`config.mk`:
```
export PLATFORM = sky130hd
export DESIGN_NAME = decode_stage_flat
export DESIGN_NICKNAME = d
export VERILOG_FILES = /design/src/rtl/decode_stage_if.sv /design/src/rtl/decode_stage.sv /design/src/flat_wrapper.sv
export SDC_FILE = /design/constraint.sdc
export NUM_CORES = 1
export LEC_CHECK = 0
export BUFFER_PORTS_ARGS = -buffer_cell sky130_fd_sc_hd__buf_2
export CAP_MARGIN = 25
export CORE_AREA = 2 2 125 127
export CTS_CLUSTER_SIZE = 28
export DETAILED_ROUTE_END_ITERATION = 16
export DIE_AREA = 0 0 127 129
export GPL_TIMING_DRIVEN = 0
export PLACE_DENSITY = 0.79
export SKIP_CTS_REPAIR_TIMING = 1
export SYNTH_ARGS = -nofsm -noshare
export SYNTH_HDL_FRONTEND = slang
export SYNTH_SLANG_ARGS = --single-unit
```
`constraint.sdc`:
```
create_clock -name clk -period 3.24 [get_ports clk]
set_input_delay 0.162 -clock clk [delete_from_list [all_inputs] [get_ports clk]]
set_output_delay 0.162 -clock clk [all_outputs]
set_load 0.01 [all_outputs]
```
`src/rtl/decode_stage_if.sv`:
```
//------------------------------------------------------------------------------
// decode_stage_if
// Fetch-side and execute-side handshake bundle for the LEGv8 decode stage.
// Revision: 1.0
//------------------------------------------------------------------------------
`default_nettype none

interface decode_stage_if #(
    parameter int XLEN = 64,
    parameter int PC_W = 64
);
    logic            flush;
    logic            in_valid;
    logic            in_ready;
    logic [31:0]     in_instr;
    logic [PC_W-1:0] in_pc;
    logic            out_valid;
    logic            out_ready;
    logic [PC_W-1:0] out_pc;
    logic [4:0]      rd;
    logic [4:0]      rn;
    logic [4:0]      rm;
    logic            reg_write;
    logic            mem_write;
    logic            mem_to_reg;
    logic            alu_src;
    logic            set_flags;
    logic [2:0]      alu_op;
    logic            uncond_br;
    logic            br_zero;
    logic            br_cond;
    logic [3:0]      cond;
    logic [XLEN-1:0] imm;
    logic [XLEN-1:0] br_offset;
    logic            illegal;

    modport slave (
        input  flush, in_valid, in_instr, in_pc, out_ready,
        output in_ready, out_valid, out_pc, rd, rn, rm, reg_write, mem_write,
               mem_to_reg, alu_src, set_flags, alu_op, uncond_br, br_zero,
               br_cond, cond, imm, br_offset, illegal
    );

    modport master (
        output flush, in_valid, in_instr, in_pc, out_ready,
        input  in_ready, out_valid, out_pc, rd, rn, rm, reg_write, mem_write,
               mem_to_reg, alu_src, set_flags, alu_op, uncond_br, br_zero,
               br_cond, cond, imm, br_offset, illegal
    );
endinterface

`default_nettype wire

```
`src/rtl/decode_stage.sv`:
```
//------------------------------------------------------------------------------
// decode_stage
// Registered LEGv8 decode stage with backpressure, load-use bubble and flush.
// Optional feature macro: DECODE_MUL_EN (decode MUL as a legal instruction).
// Revision: 1.0
//------------------------------------------------------------------------------
`default_nettype none

module decode_stage #(
    parameter int XLEN = 64,
    parameter int PC_W = 64
) (
    input  wire logic clk,
    input  wire logic rst,
    decode_stage_if.slave bus
);
    localparam logic [9:0]  c_op_addi = 10'b1001000100;
    localparam logic [10:0] c_op_adds = 11'b10101011000;
    localparam logic [10:0] c_op_subs = 11'b11101011000;
    localparam logic [10:0] c_op_lsl  = 11'b11010011011;
    localparam logic [10:0] c_op_lsr  = 11'b11010011010;
    localparam logic [10:0] c_op_mul  = 11'b10011011000;
    localparam logic [10:0] c_op_ldur = 11'b11111000010;
    localparam logic [10:0] c_op_stur = 11'b11111000000;
    localparam logic [5:0]  c_op_b    = 6'b000101;
    localparam logic [7:0]  c_op_bc   = 8'b01010100;
    localparam logic [7:0]  c_op_cbz  = 8'b10110100;

    localparam logic [2:0] c_alu_add = 3'b010;
    localparam logic [2:0] c_alu_sub = 3'b011;
    localparam logic [2:0] c_alu_lsl = 3'b101;
    localparam logic [2:0] c_alu_lsr = 3'b110;
`ifdef DECODE_MUL_EN
    localparam logic [2:0] c_alu_mul = 3'b111;
`endif

    typedef struct packed {
        logic [4:0]      rd;
        logic [4:0]      rn;
        logic [4:0]      rm;
        logic            reg_write;
        logic            mem_write;
        logic            mem_to_reg;
        logic            alu_src;
        logic            set_flags;
        logic [2:0]      alu_op;
        logic            uncond_br;
        logic            br_zero;
        logic            br_cond;
        logic [3:0]      cond;
        logic            illegal;
        logic [XLEN-1:0] imm;
        logic [XLEN-1:0] br_offset;
    } dec_t;

    dec_t            w_dec;
    dec_t            r_dec;
    logic            w_use_rn;
    logic            w_use_rm;
    logic            w_is_ldur;
    logic            w_hazard;
    logic            w_accept;
    logic            w_in_ready;
    logic            r_valid;
    logic            r_is_ldur;
    logic [PC_W-1:0] r_pc;
    logic [31:0]     w_instr;
    logic [10:0]     w_op11;

    assign w_instr = bus.in_instr;
    assign w_op11  = w_instr[31:21];

    always_comb begin
        w_dec        = '0;
        w_dec.rd     = w_instr[4:0];
        w_dec.rn     = w_instr[9:5];
        w_dec.rm     = w_instr[20:16];
        w_use_rn     = 1'b0;
        w_use_rm     = 1'b0;
        w_is_ldur    = 1'b0;
        if (w_instr[31:22] == c_op_addi) begin
            w_dec.imm       = {{(XLEN-12){1'b0}}, w_instr[21:10]};
            w_dec.alu_src   = 1'b1;
            w_dec.alu_op    = c_alu_add;
            w_dec.reg_write = 1'b1;
            w_use_rn        = 1'b1;
        end else if (w_op11 == c_op_adds || w_op11 == c_op_subs) begin
            w_dec.alu_op    = (w_op11 == c_op_adds) ? c_alu_add : c_alu_sub;
            w_dec.set_flags = 1'b1;
            w_dec.reg_write = 1'b1;
            w_use_rn        = 1'b1;
            w_use_rm        = 1'b1;
        end else if (w_op11 == c_op_lsl || w_op11 == c_op_lsr) begin
            w_dec.imm       = {{(XLEN-6){1'b0}}, w_instr[15:10]};
            w_dec.alu_src   = 1'b1;
            w_dec.alu_op    = (w_op11 == c_op_lsl) ? c_alu_lsl : c_alu_lsr;
            w_dec.reg_write = 1'b1;
            w_use_rn        = 1'b1;
`ifdef DECODE_MUL_EN
        end else if (w_op11 == c_op_mul) begin
            w_dec.alu_op    = c_alu_mul;
            w_dec.reg_write = 1'b1;
            w_use_rn        = 1'b1;
            w_use_rm        = 1'b1;
`endif
        end else if (w_op11 == c_op_ldur || w_op11 == c_op_stur) begin
            w_dec.imm     = {{(XLEN-9){w_instr[20]}}, w_instr[20:12]};
            w_dec.alu_src = 1'b1;
            w_dec.alu_op  = c_alu_add;
            w_use_rn      = 1'b1;
            if (w_op11 == c_op_ldur) begin
                w_dec.mem_to_reg = 1'b1;
                w_dec.reg_write  = 1'b1;
                w_is_ldur        = 1'b1;
            end else begin
                // Stores carry the data register Rt in the second-source slot
                w_dec.mem_write = 1'b1;
                w_dec.rm        = w_instr[4:0];
                w_use_rm        = 1'b1;
            end
        end else if (w_instr[31:26] == c_op_b) begin
            w_dec.uncond_br = 1'b1;
            w_dec.br_offset = {{(XLEN-28){w_instr[25]}}, w_instr[25:0], 2'b00};
        end else if (w_instr[31:24] == c_op_bc) begin
            w_dec.br_cond   = 1'b1;
            w_dec.cond      = w_instr[3:0];
            w_dec.br_offset = {{(XLEN-21){w_instr[23]}}, w_instr[23:5], 2'b00};
        end else if (w_instr[31:24] == c_op_cbz) begin
            w_dec.br_zero   = 1'b1;
            w_dec.rm        = w_instr[4:0];
            w_dec.br_offset = {{(XLEN-21){w_instr[23]}}, w_instr[23:5], 2'b00};
            w_use_rm        = 1'b1;
        end else begin
            w_dec.illegal = 1'b1;
        end
    end

    // XZR (register 31) is never a real producer, so it cannot create a hazard
    assign w_hazard = r_valid && r_is_ldur && (r_dec.rd != 5'd31) && bus.in_valid &&
                      ((w_use_rn && (w_dec.rn == r_dec.rd)) ||
                       (w_use_rm && (w_dec.rm == r_dec.rd)));

    assign w_in_ready = rst && !bus.flush && !w_hazard && (!r_valid || bus.out_ready);
    assign w_accept   = bus.in_valid && w_in_ready;

    always_ff @(posedge clk) begin
        if (!rst) begin
            r_valid   <= 1'b0;
            r_is_ldur <= 1'b0;
            r_pc      <= '0;
            r_dec     <= '0;
        end else if (bus.flush) begin
            r_valid <= 1'b0;
        end else if (w_accept) begin
            r_valid   <= 1'b1;
            r_is_ldur <= w_is_ldur;
            r_pc      <= bus.in_pc;
            r_dec     <= w_dec;
        end else if (bus.out_ready) begin
            r_valid <= 1'b0;
        end
    end

    assign bus.in_ready   = w_in_ready;
    assign bus.out_valid  = r_valid;
    assign bus.out_pc     = r_pc;
    assign bus.rd         = r_dec.rd;
    assign bus.rn         = r_dec.rn;
    assign bus.rm         = r_dec.rm;
    assign bus.reg_write  = r_dec.reg_write;
    assign bus.mem_write  = r_dec.mem_write;
    assign bus.mem_to_reg = r_dec.mem_to_reg;
    assign bus.alu_src    = r_dec.alu_src;
    assign bus.set_flags  = r_dec.set_flags;
    assign bus.alu_op     = r_dec.alu_op;
    assign bus.uncond_br  = r_dec.uncond_br;
    assign bus.br_zero    = r_dec.br_zero;
    assign bus.br_cond    = r_dec.br_cond;
    assign bus.cond       = r_dec.cond;
    assign bus.illegal    = r_dec.illegal;
    assign bus.imm        = r_dec.imm;
    assign bus.br_offset  = r_dec.br_offset;
endmodule

`default_nettype wire

```
`src/flat_wrapper.sv`:
```
// flat-port wrapper written by rule: the top's interface ports become plain ports
module decode_stage_flat 
#(
    parameter int XLEN = 64,
    parameter int PC_W = 64
)
  (clk, rst, bus_flush, bus_in_valid, bus_in_instr, bus_in_pc, bus_out_ready, bus_in_ready, bus_out_valid, bus_out_pc, bus_rd, bus_rn, bus_rm, bus_reg_write, bus_mem_write, bus_mem_to_reg, bus_alu_src, bus_set_flags, bus_alu_op, bus_uncond_br, bus_br_zero, bus_br_cond, bus_cond, bus_imm, bus_br_offset, bus_illegal);
  decode_stage_if #(.XLEN(XLEN), .PC_W(PC_W)) bus_i ();
  input  wire logic clk;
  input  wire logic rst;
  input wire logic [$bits(bus_i.flush)-1:0] bus_flush;
  input wire logic [$bits(bus_i.in_valid)-1:0] bus_in_valid;
  input wire logic [$bits(bus_i.in_instr)-1:0] bus_in_instr;
  input wire logic [$bits(bus_i.in_pc)-1:0] bus_in_pc;
  input wire logic [$bits(bus_i.out_ready)-1:0] bus_out_ready;
  output wire logic [$bits(bus_i.in_ready)-1:0] bus_in_ready;
  output wire logic [$bits(bus_i.out_valid)-1:0] bus_out_valid;
  output wire logic [$bits(bus_i.out_pc)-1:0] bus_out_pc;
  output wire logic [$bits(bus_i.rd)-1:0] bus_rd;
  output wire logic [$bits(bus_i.rn)-1:0] bus_rn;
  output wire logic [$bits(bus_i.rm)-1:0] bus_rm;
  output wire logic [$bits(bus_i.reg_write)-1:0] bus_reg_write;
  output wire logic [$bits(bus_i.mem_write)-1:0] bus_mem_write;
  output wire logic [$bits(bus_i.mem_to_reg)-1:0] bus_mem_to_reg;
  output wire logic [$bits(bus_i.alu_src)-1:0] bus_alu_src;
  output wire logic [$bits(bus_i.set_flags)-1:0] bus_set_flags;
  output wire logic [$bits(bus_i.alu_op)-1:0] bus_alu_op;
  output wire logic [$bits(bus_i.uncond_br)-1:0] bus_uncond_br;
  output wire logic [$bits(bus_i.br_zero)-1:0] bus_br_zero;
  output wire logic [$bits(bus_i.br_cond)-1:0] bus_br_cond;
  output wire logic [$bits(bus_i.cond)-1:0] bus_cond;
  output wire logic [$bits(bus_i.imm)-1:0] bus_imm;
  output wire logic [$bits(bus_i.br_offset)-1:0] bus_br_offset;
  output wire logic [$bits(bus_i.illegal)-1:0] bus_illegal;
  assign bus_i.flush = bus_flush;
  assign bus_i.in_valid = bus_in_valid;
  assign bus_i.in_instr = bus_in_instr;
  assign bus_i.in_pc = bus_in_pc;
  assign bus_i.out_ready = bus_out_ready;
  assign bus_in_ready = bus_i.in_ready;
  assign bus_out_valid = bus_i.out_valid;
  assign bus_out_pc = bus_i.out_pc;
  assign bus_rd = bus_i.rd;
  assign bus_rn = bus_i.rn;
  assign bus_rm = bus_i.rm;
  assign bus_reg_write = bus_i.reg_write;
  assign bus_mem_write = bus_i.mem_write;
  assign bus_mem_to_reg = bus_i.mem_to_reg;
  assign bus_alu_src = bus_i.alu_src;
  assign bus_set_flags = bus_i.set_flags;
  assign bus_alu_op = bus_i.alu_op;
  assign bus_uncond_br = bus_i.uncond_br;
  assign bus_br_zero = bus_i.br_zero;
  assign bus_br_cond = bus_i.br_cond;
  assign bus_cond = bus_i.cond;
  assign bus_imm = bus_i.imm;
  assign bus_br_offset = bus_i.br_offset;
  assign bus_illegal = bus_i.illegal;
  decode_stage #(.XLEN(XLEN), .PC_W(PC_W)) u_core (.clk(clk), .rst(rst), .bus(bus_i));
endmodule
```
==> impl_metrics.tcl, run 1 <==
set metrics [dict create \
    clkTransAtPathRegs_ns 0.06 \
    finalWirelength_mm 21.3 \
    largest_reg_flops 64 \
    holdCritPathClass "primary input to flop" \
    hold_viol 11 \
    grt_max_degree 54 \
    ys_async_sr_fraction 0 \
    num_rows 45 \
    rsz0062_at_grt "no" \
    worst_pin_slew_ns 0.930 \
    crit_path_end_kind "flop" \
    relSlewSlack 0.380 \
    synth.top_cells.by_count "195 x nand2_1, 137 x mux2i_1, 135 x dfxtp_1" \
    drtIter0Drc 386 \
    synth-edff-count 0 \
    maxCapViolCount 0 \
    clock_skew_ns 0.00778 \
    initial_core_util 0.462 \
    dp_hpwl_mm 15.7 \
    final_antenna_net_count 0 \
    crit_fanout 10 \
    worst_hold_slack_ns -0.0168 \
    setup.worst_path.class "primary input to flop" \
    diodes 0 \
    grt_pass1_wl_mm 30.6 \
    powerDensity_nw_per_um2 434 \
    synth-seq-area-share 0.391 \
    yosys_warnings 0 \
    wire_per_inst_microns 15.3 \
    syn_to_final_growth_pct 41.1 \
    vias 6617 \
    p_total_uw 4240 \
    cts_buffers 17 \
    overflow 0 \
    synth-seq-cells 135 \
    min_period_ns 2.93 \
    setup_viol 0 \
    cts.sinks 135 \
    start_kind "primary input" \
    vias_per_cell 4.76 \
    setup_tns_ns 0 \
    synth_top_area_cell "dfxtp_1" \
    peakVddDrop_uv 405 \
    coreArea_sq_um 15000 \
    antenna_found_initial 2 \
    die_height_microns 129 \
    first_global_vias 5873 \
    clockBufferDepth 2 \
    fmax_mhz 341 \
    netlist_top_cells_area "dfxtp_1 39%, mux2i_1 20%, buf_4 11%" \
    drc 0 \
    clock-root-buffer "clkbuf_16" \
    critPathArrivalTime_ns 3.26 \
    htreeDepth 4 \
    syn_area_sq_um 6920 \
    insertion_delay_ns 0.41 \
    gp_routability_congestion 0.915 \
    syn-instance-count 805 \
    required_ns 3.57 \
    violations "negative hold slack" \
    cts_tree "built" \
    yosysMostFrequentCell "nand2_1" \
    drive_gt1_frac 0.397 \
    placed_cell_area_sq_um 8780 \
    design_area_sq_um 9770 \
    post-place-ws_ns -0.0635 \
    nets 1290 \
    port-buffer-count 321 \
    period_share 0.905 \
    avgSynthCellArea_sq_um 8.60 \
    synth-main-ff-cell "dfxtp_1" \
    dr.pass1.iters 4 \
    leakage_uw 0.00574 \
    outcome "finished with violations" \
    drv_slew 0 \
    design.die.area_sq_um 16400 \
    finalWorstSetupSlack_ns 0.309 \
    pin_count 326 \
    synth_cell_types 48 \
    fp.dieW_microns 127 \
    yosysTopAreaCellShare 0.391 \
    grt_usage 0.238 \
]
## worst paths after layout
check	start	to	slack [ns]	depth (start not counted)
setup reg to reg	u_core.bus.rd[2]	u_core.bus.out_pc[34]	0.72	11
setup / recovery	bus_in_instr[24]	u_core.bus.out_pc[34]	0.31	13
hold reg to reg	u_core.bus.br_offset[13]	u_core.bus.br_offset[13]	0.45	2
hold / removal	bus_in_pc[55]	u_core.bus.out_pc[55]	-0.02	3
## power breakdown
part	internal [uW]	switching (uW)	total, uW
Clock	1090	729	1820
Combinational	285	329	614
Sequential	1750	52.0	1810
## through the flow
stage / util / instances
after floorplan: - / 806
after global placement: 0.585 / 1315
after detailed placement: 0.586 / 1317
after CTS: 0.623 / 1349
after global routing: 0.652 / 1390
final: 0.652 / 1390
## worst max-delay path: stages
cell      delay [ns]
buf_2           0.14
or2_2           0.30
or4_1           0.50
buf_2           0.18
a21oi_4         0.33
mux2_2          0.39
a221oi_2        0.20
a21oi_1         0.10
a21oi_1         0.13
buf_4           0.22
buf_8           0.20
buf_8           0.18
mux2i_1         0.22
## cell usage in the layout, fill, tap and decap left out, drive strengths merged, types with 3 or more instances in the layout
cell type / count
a21boi: 3
a21oi: 9
a221oi: 3
a22o: 9
and2: 3
buf: 430
clkbuf: 48
clkinv: 8
clkinvlp: 3
dfxtp: 135
dlygate4sd3: 40
inv: 83
mux2: 9
mux2i: 137
nand2: 195
nand2b: 4
nand3: 7
nand3b: 3
nor2: 6
nor2b: 3
nor4: 4
o21ai: 20
or2: 3
or3: 3
xor2: 3
## final cells by class
type                            count  area (sq um)
Fill cell                        1275          5210
Multi-Input combinational cell    454          2970
Sequential cell                   135          2700
Timing Repair Buffer              364          2040
Buffer                            134           943
Clock buffer                       20           457
Inverter                           83           312
Tap cell                          188           235
Clock inverter                     12           104
## cell families (layout without fill, tap and decap cells)
kind of cell           Yosys count  after routing  synth area share
other                            1              2          0.000542
XOR/XNOR                         5              5           0.00633
flip-flops                     135            135             0.391
multiplexers                   146            146             0.213
AO/OA/AOI/OAI                   56             56            0.0562
buffers and inverters          217            613             0.181
AND/OR/NAND/NOR                245            245             0.152
## routing by layer
layer,vias up,share of wire,GRT usage
met5,-,0.0011,0
met4,4,0.017,0.0614
met3,36,0.083,0.0773
met2,252,0.49,0.403
met1,3051,0.40,0.295
li1,3274,-,-
Power figures use the tool's default switching activity.
==> run 2, diff against run 1 <==
--- a/config.mk
+++ b/config.mk
@@ -5,14 +5,17 @@
 export SDC_FILE = /design/constraint.sdc
 export NUM_CORES = 1
 export LEC_CHECK = 0
+export ABC_AREA = 1
 export BUFFER_PORTS_ARGS = -buffer_cell sky130_fd_sc_hd__buf_2
 export CAP_MARGIN = 25
-export CORE_AREA = 2 2 125 127
+export CORE_ASPECT_RATIO = 1.4
+export CORE_MARGIN = 1.5
+export CORE_UTILIZATION = 48
+export CTS_CLUSTER_DIAMETER = 50
 export CTS_CLUSTER_SIZE = 28
 export DETAILED_ROUTE_END_ITERATION = 16
-export DIE_AREA = 0 0 127 129
 export GPL_TIMING_DRIVEN = 0
-export PLACE_DENSITY = 0.79
+export PLACE_DENSITY = 0.81
 export SKIP_CTS_REPAIR_TIMING = 1
 export SYNTH_ARGS = -nofsm -noshare
 export SYNTH_HDL_FRONTEND = slang
==> impl_metrics.tcl, run 2 <==
set metrics [dict create \
    outcome "finished with violations" \
    violations "negative hold slack" \
    setup.worst_path.class "primary input to primary output" \
    wire_per_inst_microns 14.7 \
    gp_routability_congestion 1.02 \
    fmax_mhz 400 \
    synth_top_area_cell "dfxtp_1" \
    syn_area_sq_um 7450 \
    drive_gt1_frac 0.306 \
    grt_max_degree 54 \
    min_period_ns 2.50 \
    setup_tns_ns 0 \
    insertion_delay_ns 0.42 \
    drtIter0Drc 590 \
    overflow 0 \
    crit_fanout 10 \
    synth-main-ff-cell "dfxtp_1" \
    grt_pass1_wl_mm 37.5 \
    synth-compound-area-share 0.0472 \
    synth.top_cells.by_count "325 x nand2_1, 231 x nor2_1, 191 x inv_1" \
    swShare 0.278 \
    leakage_uw 0.00624 \
    powerDensity_nw_per_um2 440 \
    rsz0062_at_grt "no" \
    switching_power_uw 1280 \
    clkTransAtPathRegs_ns 0.06 \
    yosysTopAreaCellShare 0.363 \
    maxCapViolCount 0 \
    pwr-share-seq 0.391 \
    netlist_top_cells_area "dfxtp_1 36%, nand2_1 16%, nor2_1 12%" \
    clockBufferDepth 2 \
    synthMuxAreaShare 0 \
    synth_cell_types 31 \
    finalWirelength_mm 26.3 \
    cts_tree "built" \
    synth-seq-cells 135 \
    dp_hpwl_mm 19.6 \
    htreeDepth 4 \
    cts.sinks 135 \
    r2r_slack_ns 1.22 \
    num_rows 53 \
    critPathArrivalTime_ns 2.34 \
    initial_core_util 0.493 \
    clkPwrFrac 0.434 \
    comb_power_share 0.175 \
    crit_path_end_kind "primary output" \
    fin_cells 1788 \
    first_global_vias 7413 \
    worst_pin_slew_ns 0.885 \
    start_kind "primary input" \
    vias 8451 \
    dp_cells 1702 \
    final_antenna_net_count 0 \
    relSlewSlack 0.405 \
    required_ns 3.08 \
    synth-xor-area-share 0.00587 \
    layout_common_cells "335 x buf_2, 325 x nand2_1, 231 x nor2_1" \
    synth-seq-area-share 0.363 \
    fp.dieW_microns 108 \
    drv_slew 0 \
    holdCritPathClass "primary input to flop" \
    yosys.area_share.simple 0.350 \
    nFillCells 1314 \
    yosys_warnings 0 \
    vias_per_cell 4.73 \
    avgSynthCellArea_sq_um 6.27 \
    design.die.area_sq_um 16300 \
    setup_viol 0 \
    clock-root-buffer "clkbuf_16" \
    final_common_cell "buf_2" \
    syn_to_final_growth_pct 40.2 \
    worst_hold_slack_ns -0.0224 \
    synthAdderAreaFrac 0 \
    synth_top_family_by_area "simple AND/OR/NAND/NOR gates" \
    syn-instance-count 1188 \
    ys_async_sr_fraction 0 \
    coreArea_sq_um 15100 \
    synth-edff-count 0 \
    largest_reg_flops 64 \
    yosysMostFrequentCell "nand2_1" \
    clock_skew_ns 0.00832 \
    antenna_found_initial 5 \
    drc 0 \
    cts_buffers 17 \
    pin_count 326 \
    grt_usage 0.304 \
    nets 1682 \
    peakVddDrop_uv 347 \
    internal-power_uw 3320 \
    hold_viol 11 \
    dr.pass1.iters 6 \
    die_height_microns 150 \
    port-buffer-count 321 \
    period_share 0.772 \
]
-- run 2: path summary, 6_finish.rpt --
kind,startpoint,endpoint,depth (start not counted)
min reg2reg,u_core.bus.cond[1],u_core.bus.cond[1],2
max,rst,bus_in_ready,7
min,bus_in_pc[26],u_core.bus.out_pc[26],3
max reg2reg,u_core.bus.rd[0],u_core.bus.rd[0],10
-- run 2: per-stage QoR --
stage | instance area [sq um] | total power, uW | hold WS (ns) | worst slack (ns) | utilization
final | 10500 | 4590 | -0.0224 | 0.738 | 0.691
after global routing | 10500 | 4760 | 0.00334 | 0.704 | 0.691
after CTS | 9910 | 4540 | -0.0425 | 0.847 | 0.655
after floorplan | 7460 | 2260 | 0.297 | 1.37 | -
after detailed placement | 9310 | 2570 | 0.389 | 0.726 | 0.616
after global placement | 9310 | 2560 | 0.383 | 0.708 | 0.615
-- run 2: logic make-up after synthesis --
family	after synthesis
AOI/OAI and AO/OA	65
xor gates and xnor gates	5
DFF	135
and+or+nand+nor	638
buffers and inverters	344
other	1
-- run 2: critical path: stages --
cell and delay, ns:
clkbuf_1 0.33, inv_1 0.11, or2_2 0.31, nor2_1 0.44, clkbuf_1 0.53, a21boi_0 0.26, buf_2 0.18
-- run 2: final cells by class --
| cell class | count | area (sq um) | area share |
|---|---|---|---|
| clock buffers | 18 | 429 | 0.0411 |
| repair buffers | 373 | 2140 | 0.205 |
| plain buffers | 148 | 1010 | 0.0965 |
| flip-flops and latches | 135 | 2700 | 0.259 |
| well taps | 192 | 240 | 0.0230 |
| inverters | 196 | 736 | 0.0704 |
| diodes | 3 | 7.51 | 0.000718 |
| clock inverters | 13 | 173 | 0.0165 |
| multi-input cells | 710 | 3010 | 0.288 |
-- run 2: metal layers --
layer  wire length, microns  share of wire  global-route usage  up-vias
li1                       -              -                   -     4240
met2                  13300           0.50               0.552      406
met4                   1580          0.060               0.187        0
met5                      0              0                   0        -
met1                   9260           0.35               0.309     3699
met3                   2220          0.084              0.0758      106
-- run 2: power by group through the flow --
stage / registers, uW / clock network (uW) / logic (uW)
floorplan: 1870 / 0 / 391
global placement: 1830 / 0 / 730
detailed placement: 1830 / 0 / 736
CTS: 1800 / 2010 / 741
global route: 1800 / 2070 / 890
finish: 1790 / 2000 / 803
